### src/rtl/elevator_car_ctrl.sv
// Single-car elevator controller: latches floor requests, serves them in SCAN order
// and sequences floor-to-floor travel and door dwell off a shared tick strobe.
module elevator_car_ctrl #(
    parameter int FLOORS       = 8,
    parameter int FW           = 3,
    parameter int TRAVEL_TICKS = 3,
    parameter int DOOR_TICKS   = 6,
    parameter int CW           = 3
) (
    input  logic              clk,
    input  logic              reset,
    input  logic              tick,
    input  logic [FLOORS-1:0] req,
    output logic [FW-1:0]     floor,
    output logic              dir_up,
    output logic              moving,
    output logic              door_open,
    output logic              arrive,
    output logic [FLOORS-1:0] pending
);

    typedef enum logic [1:0] {
        IDLE,
        MOVE,
        DOOR
    } state_t;

    localparam logic [FW-1:0]     TOP_FLOOR   = FW'(FLOORS - 1);
    localparam logic [CW-1:0]     TRAVEL_LAST = CW'(TRAVEL_TICKS - 1);
    localparam logic [CW-1:0]     DOOR_LAST   = CW'(DOOR_TICKS - 1);
    localparam logic [FLOORS-1:0] ONE         = FLOORS'(1);

    state_t            state;
    logic [CW-1:0]     timer;
    logic [FLOORS-1:0] active;
    logic [FLOORS-1:0] above_cur;
    logic [FLOORS-1:0] below_cur;
    logic [FLOORS-1:0] above_next;
    logic [FLOORS-1:0] below_next;
    logic [FW-1:0]     floor_step;
    logic              any_above;
    logic              any_below;
    logic              here_active;
    logic              here_req;
    logic              stop_step;
    logic              beyond_step;
    logic              at_end;

    // Requests arriving this cycle count as if already latched.
    assign active      = pending | req;
    assign floor_step  = dir_up ? (floor + 1'b1) : (floor - 1'b1);
    assign at_end      = dir_up ? (floor == TOP_FLOOR) : (floor == '0);
    assign here_active = |(active & (ONE << floor));
    assign here_req    = |(req & (ONE << floor));
    assign stop_step   = |(active & (ONE << floor_step));
    assign any_above   = |(active & above_cur);
    assign any_below   = |(active & below_cur);
    assign beyond_step = dir_up ? |(active & above_next) : |(active & below_next);

    always_comb begin
        above_cur  = '0;
        below_cur  = '0;
        above_next = '0;
        below_next = '0;
        for (int i = 0; i < FLOORS; i++) begin
            above_cur[i]  = (i > int'(floor));
            below_cur[i]  = (i < int'(floor));
            above_next[i] = (i > int'(floor) + 1);
            below_next[i] = (i < int'(floor) - 1);
        end
    end

    always_ff @(posedge clk) begin
        if (reset) begin
            state     <= IDLE;
            floor     <= '0;
            dir_up    <= 1'b1;
            timer     <= '0;
            pending   <= '0;
            moving    <= 1'b0;
            door_open <= 1'b0;
            arrive    <= 1'b0;
        end else begin
            arrive  <= 1'b0;
            pending <= active;
            case (state)
                IDLE: begin
                    timer <= '0;
                    if (here_active) begin
                        state     <= DOOR;
                        door_open <= 1'b1;
                        pending   <= active & ~(ONE << floor);
                    end else if (dir_up ? any_above : any_below) begin
                        state  <= MOVE;
                        moving <= 1'b1;
                    end else if (dir_up ? any_below : any_above) begin
                        dir_up <= ~dir_up;
                        state  <= MOVE;
                        moving <= 1'b1;
                    end
                end
                MOVE: begin
                    if (at_end) begin
                        state  <= IDLE;
                        moving <= 1'b0;
                        timer  <= '0;
                    end else if (tick) begin
                        if (timer == TRAVEL_LAST) begin
                            timer  <= '0;
                            floor  <= floor_step;
                            arrive <= 1'b1;
                            // Ends of the shaft force the only legal direction.
                            if (floor_step == '0) begin
                                dir_up <= 1'b1;
                            end else if (floor_step == TOP_FLOOR) begin
                                dir_up <= 1'b0;
                            end
                            if (stop_step) begin
                                state     <= DOOR;
                                moving    <= 1'b0;
                                door_open <= 1'b1;
                                pending   <= active & ~(ONE << floor_step);
                            end else if (!beyond_step) begin
                                state  <= IDLE;
                                moving <= 1'b0;
                            end
                        end else begin
                            timer <= timer + 1'b1;
                        end
                    end
                end
                DOOR: begin
                    pending <= active & ~(ONE << floor);
                    // A button press at this floor restarts the dwell, even on the expiry tick.
                    if (here_req) begin
                        timer <= '0;
                    end else if (tick) begin
                        if (timer == DOOR_LAST) begin
                            state     <= IDLE;
                            door_open <= 1'b0;
                            timer     <= '0;
                        end else begin
                            timer <= timer + 1'b1;
                        end
                    end
                end
                default: begin
                    state     <= IDLE;
                    moving    <= 1'b0;
                    door_open <= 1'b0;
                    timer     <= '0;
                end
            endcase
        end
    end

endmodule

### config.mk
export PLATFORM = sky130hd
export DESIGN_NAME = elevator_car_ctrl
export DESIGN_NICKNAME = d
export VERILOG_FILES = /design/src/rtl/elevator_car_ctrl.sv
export SDC_FILE = /design/constraint.sdc
export NUM_CORES = 1
export LEC_CHECK = 0
export ABC_CLOCK_PERIOD_IN_PS = 4150
export CAP_MARGIN = 20
export CORE_AREA = 3 3 64 66
export CTS_CLUSTER_SIZE = 10
export DETAILED_ROUTE_END_ITERATION = 16
export DIE_AREA = 0 0 67 69
export GPL_TIMING_DRIVEN = 0
export MAX_ROUTING_LAYER = met4
export PLACE_DENSITY = 0.8
export SETUP_SLACK_MARGIN = 0.1
export SYNTH_ARGS = -nofsm -noshare
export SYNTH_HDL_FRONTEND = slang
export SYNTH_SLANG_ARGS = --single-unit
### constraint.sdc
create_clock -name clk -period 4.15 [get_ports clk]
set_input_delay 0.83 -clock clk [delete_from_list [all_inputs] [get_ports clk]]
set_output_delay 0.83 -clock clk [all_outputs]
set_load 0.01 [all_outputs]
==> key figures <==
Outcome
  – Status: completed

Synth
  – Syn. warnings: 0
  – Avg Cell Area, Syn: 7.677 um^2
  – Post-synth ARST share: 0
  – Mapped Cells: 250
  – Simple-gate share of the synthesized area: 0.2190
  – Register area share after synthesis: 0.2086
  – Post-synth EDFFs: 0
  – Post-synthesis xor/xnor area fraction: 0.01630
  – Mapped cell area: 0.001919 mm^2
  – Mux cell area share after synthesis: 0.01108
  – Largest family of logic cells by synthesized area: compound AO/OA/AOI/OAI gates
  – Post-synthesis compound-gate area fraction: 0.3553
  – Synth Flop Type: dfxtp_1
  – Syn Nets: 280
  – Adder-cell share of the synthesized area: 0.1278
  – Synth cell types: 61
  – Yosys reg bits: 20

Power
  – Power per cell area: 420.9 mW/mm^2
  – Clk pwr share: 0.166
  – Gate power share: 0.550
  – Net Switching: 0.0004117 W
  – Static leakage: 0.8691 nW
  – Sequential Power Share: 0.284
  – Worst vdd ir: 0.0002809 V
  – Switching share of total power: 0.4300
  – P_int: 0.0005458 W

STA
  – Final Cycle Share: 0.8876
  – Clk_skew: 4.967 ps
  – Headroom to the max-slew limit: 0.6021
  – Setup TNS: 0 ps
  – Final Critical Period: 3684 ps
  – Unrepaired setup endpoints after global routing: false
  – Final Hold Viols: 0
  – Slew Limit Fails: 0
  – Worst hold slack: 479.1 ps
  – Worst-Margin Slew: 594.6 ps
  – Final setup violation count: 0
  – Fmax: 0.2715 GHz

Critical path
  – Critical path origin: floor[0]$_SDFFE_PP0P_
  – Slowest cell on crit path: or4b_2
  – Worst-path cell chain: clkbuf_1, inv_1, ha_1, buf_2, a222oi_1, mux2i_1, or2_2, o21ai_0, o31ai_1, or4b_2, o31ai_2
  – Crit-path leading delay family: simple AND/OR/NAND/NOR gates
  – Required time of the critical path: 4340 ps
  – CP max FO: 10
  – Critical Path Max Stage Delay: 660 ps
  – CP Buf/Inv Count: 3
  – Critical path type: reg2reg
  – Startpoint types: flip-flop
  – WP data arrival: 3870 ps
  – Reg-to-reg critical path startpoint: floor[0]$_SDFFE_PP0P_
  – Type of destination of the critical path: flip-flop

Final layout
  – Layout cells sized above 1: 0.08993
  – Area delta synth->final: 18.51%
  – Nets: 309
  – Inserted Diodes: 0
  – Design area: 0.002275 mm^2

GRT
  – Initial antenna violation count: 0
  – First-pass GRT wire length: 9.439 mm
  – Vias in the first global route: 1882
  – Largest net degree at the start of global routing: 12
  – Congestion Overflow GR: 0
  – Total GRT Usage: 0.2661

Route
  – DRT iter0 DRCs: 271
  – Vias per cell: 6.653
  – Drt wl/cell: 18.53 um
  – Antenna Nets Post-Route: 0
  – Wirelength, routed: 6.041 mm
  – DRC Markers: 0
  – First-pass DRT Iterations: 5
  – Via count: 2169

Die
  – Core footprint: 0.003633 mm^2
  – # IOs: 26
  – Die ar.: 0.004623 mm^2
  – Die height: 69 um
  – # rows: 22
  – Initial Util: 0.5282
  – Die X: 67 um

Clocking
  – Total CTS buffers: 3
  – H-tree levels: 1
  – Post-CTS sizing: 0
  – Reg clk slew, reported paths: 80 ps
  – Post-CTS Hold Fix Bufs: 0
  – Post-CTS setup buffers: 0
  – Max Root-Sink Buffers: 2
  – Root Driver: clkbuf_8
  – CTS tree: yes
  – Clock sink count: 20
  – Clock latency on the worst-skew pair: 270 ps

Place
  – Placed instance area: 0.002220 mm^2
  – Gp weighted congestion: 0.9940
  – Number of port buffers: 24
  – Hpwl dp: 4.400 mm

Hold path
  – Hold_sp: moving$_SDFFE_PP0P_
  – HP Class: reg2reg

Run
  – # Max-Cap Violations: 0
-- cell usage in the layout (no fill, tap or decap), types with 10 or more instances in the layout --
| master | synthesis | layout |
|---|---|---|
| a21oi_1 | 30 | 30 |
| nor2_1 | 24 | 24 |
| clkdlybuf4s50_1 | 0 | 24 |
| dfxtp_1 | 20 | 20 |
| ha_1 | 18 | 18 |
| o21ai_0 | 15 | 15 |
| nand2_1 | 13 | 13 |
| inv_1 | 11 | 11 |
| nor3_1 | 11 | 11 |
| clkbuf_1 | 10 | 10 |
-- kinds of logic after synthesis --
logic type	after synthesis
AOI/OAI and AO/OA	99
xor gates and xnor gates	2
adders and majority gates	19
buffers and inverters	28
DFF	20
muxes	2
and+or+nand+nor	80
-- metal layers --
layer,track usage,up-vias,part of all wire
li1,-,998,-
met1,0.3824,993,0.43
met2,0.3788,163,0.46
met3,0.04072,15,0.10
met4,0.08333,0,0.016
met5,-,-,0
-- power groups by stage --
| stage | registers (W) | logic (W) | clock network, W |
|---|---|---|---|
| 2_1_floorplan | 0.000285 | 0.000329 | 0 |
| 3_3_place_gp | 0.000274 | 0.000496 | 0 |
| 3_5_place_dp | 0.000277 | 0.000505 | 0 |
| 4_1_cts | 0.000272 | 0.000509 | 0.000157 |
| 5_1_grt | 0.000276 | 0.000570 | 0.000165 |
| 6_report | 0.000272 | 0.000527 | 0.000159 |
-- cell type report --
type	count	area, um^2
inverter	13	48.80
clock buffer	4	55.05
multi-input combinational	202	1400
timing repair buffer	24	240.2
sequential	20	400.4
fill	326	1359
tap	48	60.06
buffer	15	70.07
-- cell usage after synthesis, drive strengths merged (2+ instances only) --
master	instances	share of area
a21oi	30	0.078
nor2	25	0.053
dfxtp	20	0.21
ha	18	0.12
o21ai	15	0.039
nand2	13	0.025
inv	12	0.023
nor3	11	0.029
clkbuf	10	0.020
nand3	8	0.021
a31oi	7	0.023
o31a	6	0.027
buf	5	0.017
o21a	5	0.020
or2	5	0.016
a211oi	3	0.012
a221o	3	0.016
a221oi	3	0.014
and3	3	0.010
nor2b	3	0.014
nor3b	3	0.012
o211ai	3	0.012
o31ai	3	0.017
a211o	2	0.0091
a222oi	2	0.010
a22o	2	0.0098
a2bb2oi	2	0.0091
nand4b	2	0.0091
nor4	2	0.0065
o21bai	2	0.0078
o311a	2	0.010
-- worst reg2reg max path, cell delays in order, from the launching register on --
cell and delay (ps):
dfxtp_1 550, clkbuf_1 350, inv_1 280, ha_1 270, buf_2 190, a222oi_1 370, mux2i_1 190, or2_2 310
o21ai_0 190, o31ai_1 170, or4b_2 660, o31ai_2 80
-- flip-flops by register name, summed over array words and instances (netlist names) --
register	count
arrive	1
floor	3
pending	8
moving	1
door_open	1
state	2
dir_up	1
timer	3
-- stage by stage --
step	total power, W	util	std cells	worst slack (ps)
2_1_floorplan	0.0006138	-	250	1073
3_3_place_gp	0.0007701	0.6109	322	568.3
3_5_place_dp	0.0007821	0.6109	322	599.3
4_1_cts	0.0009375	0.6260	326	564.2
5_1_grt	0.001011	0.6260	326	339.2
6_report	0.0009575	0.6260	326	466.5
-- worst paths after layout --
kind,to,slack (ps),cells after the start
worst max-delay path,state[0]$_SDFFE_PP0P_,470,11
worst min register to register,moving$_SDFFE_PP0P_,480,1
worst max register to register,state[0]$_SDFFE_PP0P_,470,11
worst min-delay path,moving$_SDFFE_PP0P_,480,1
No activity file was read; power rests on OpenSTA's default activity.
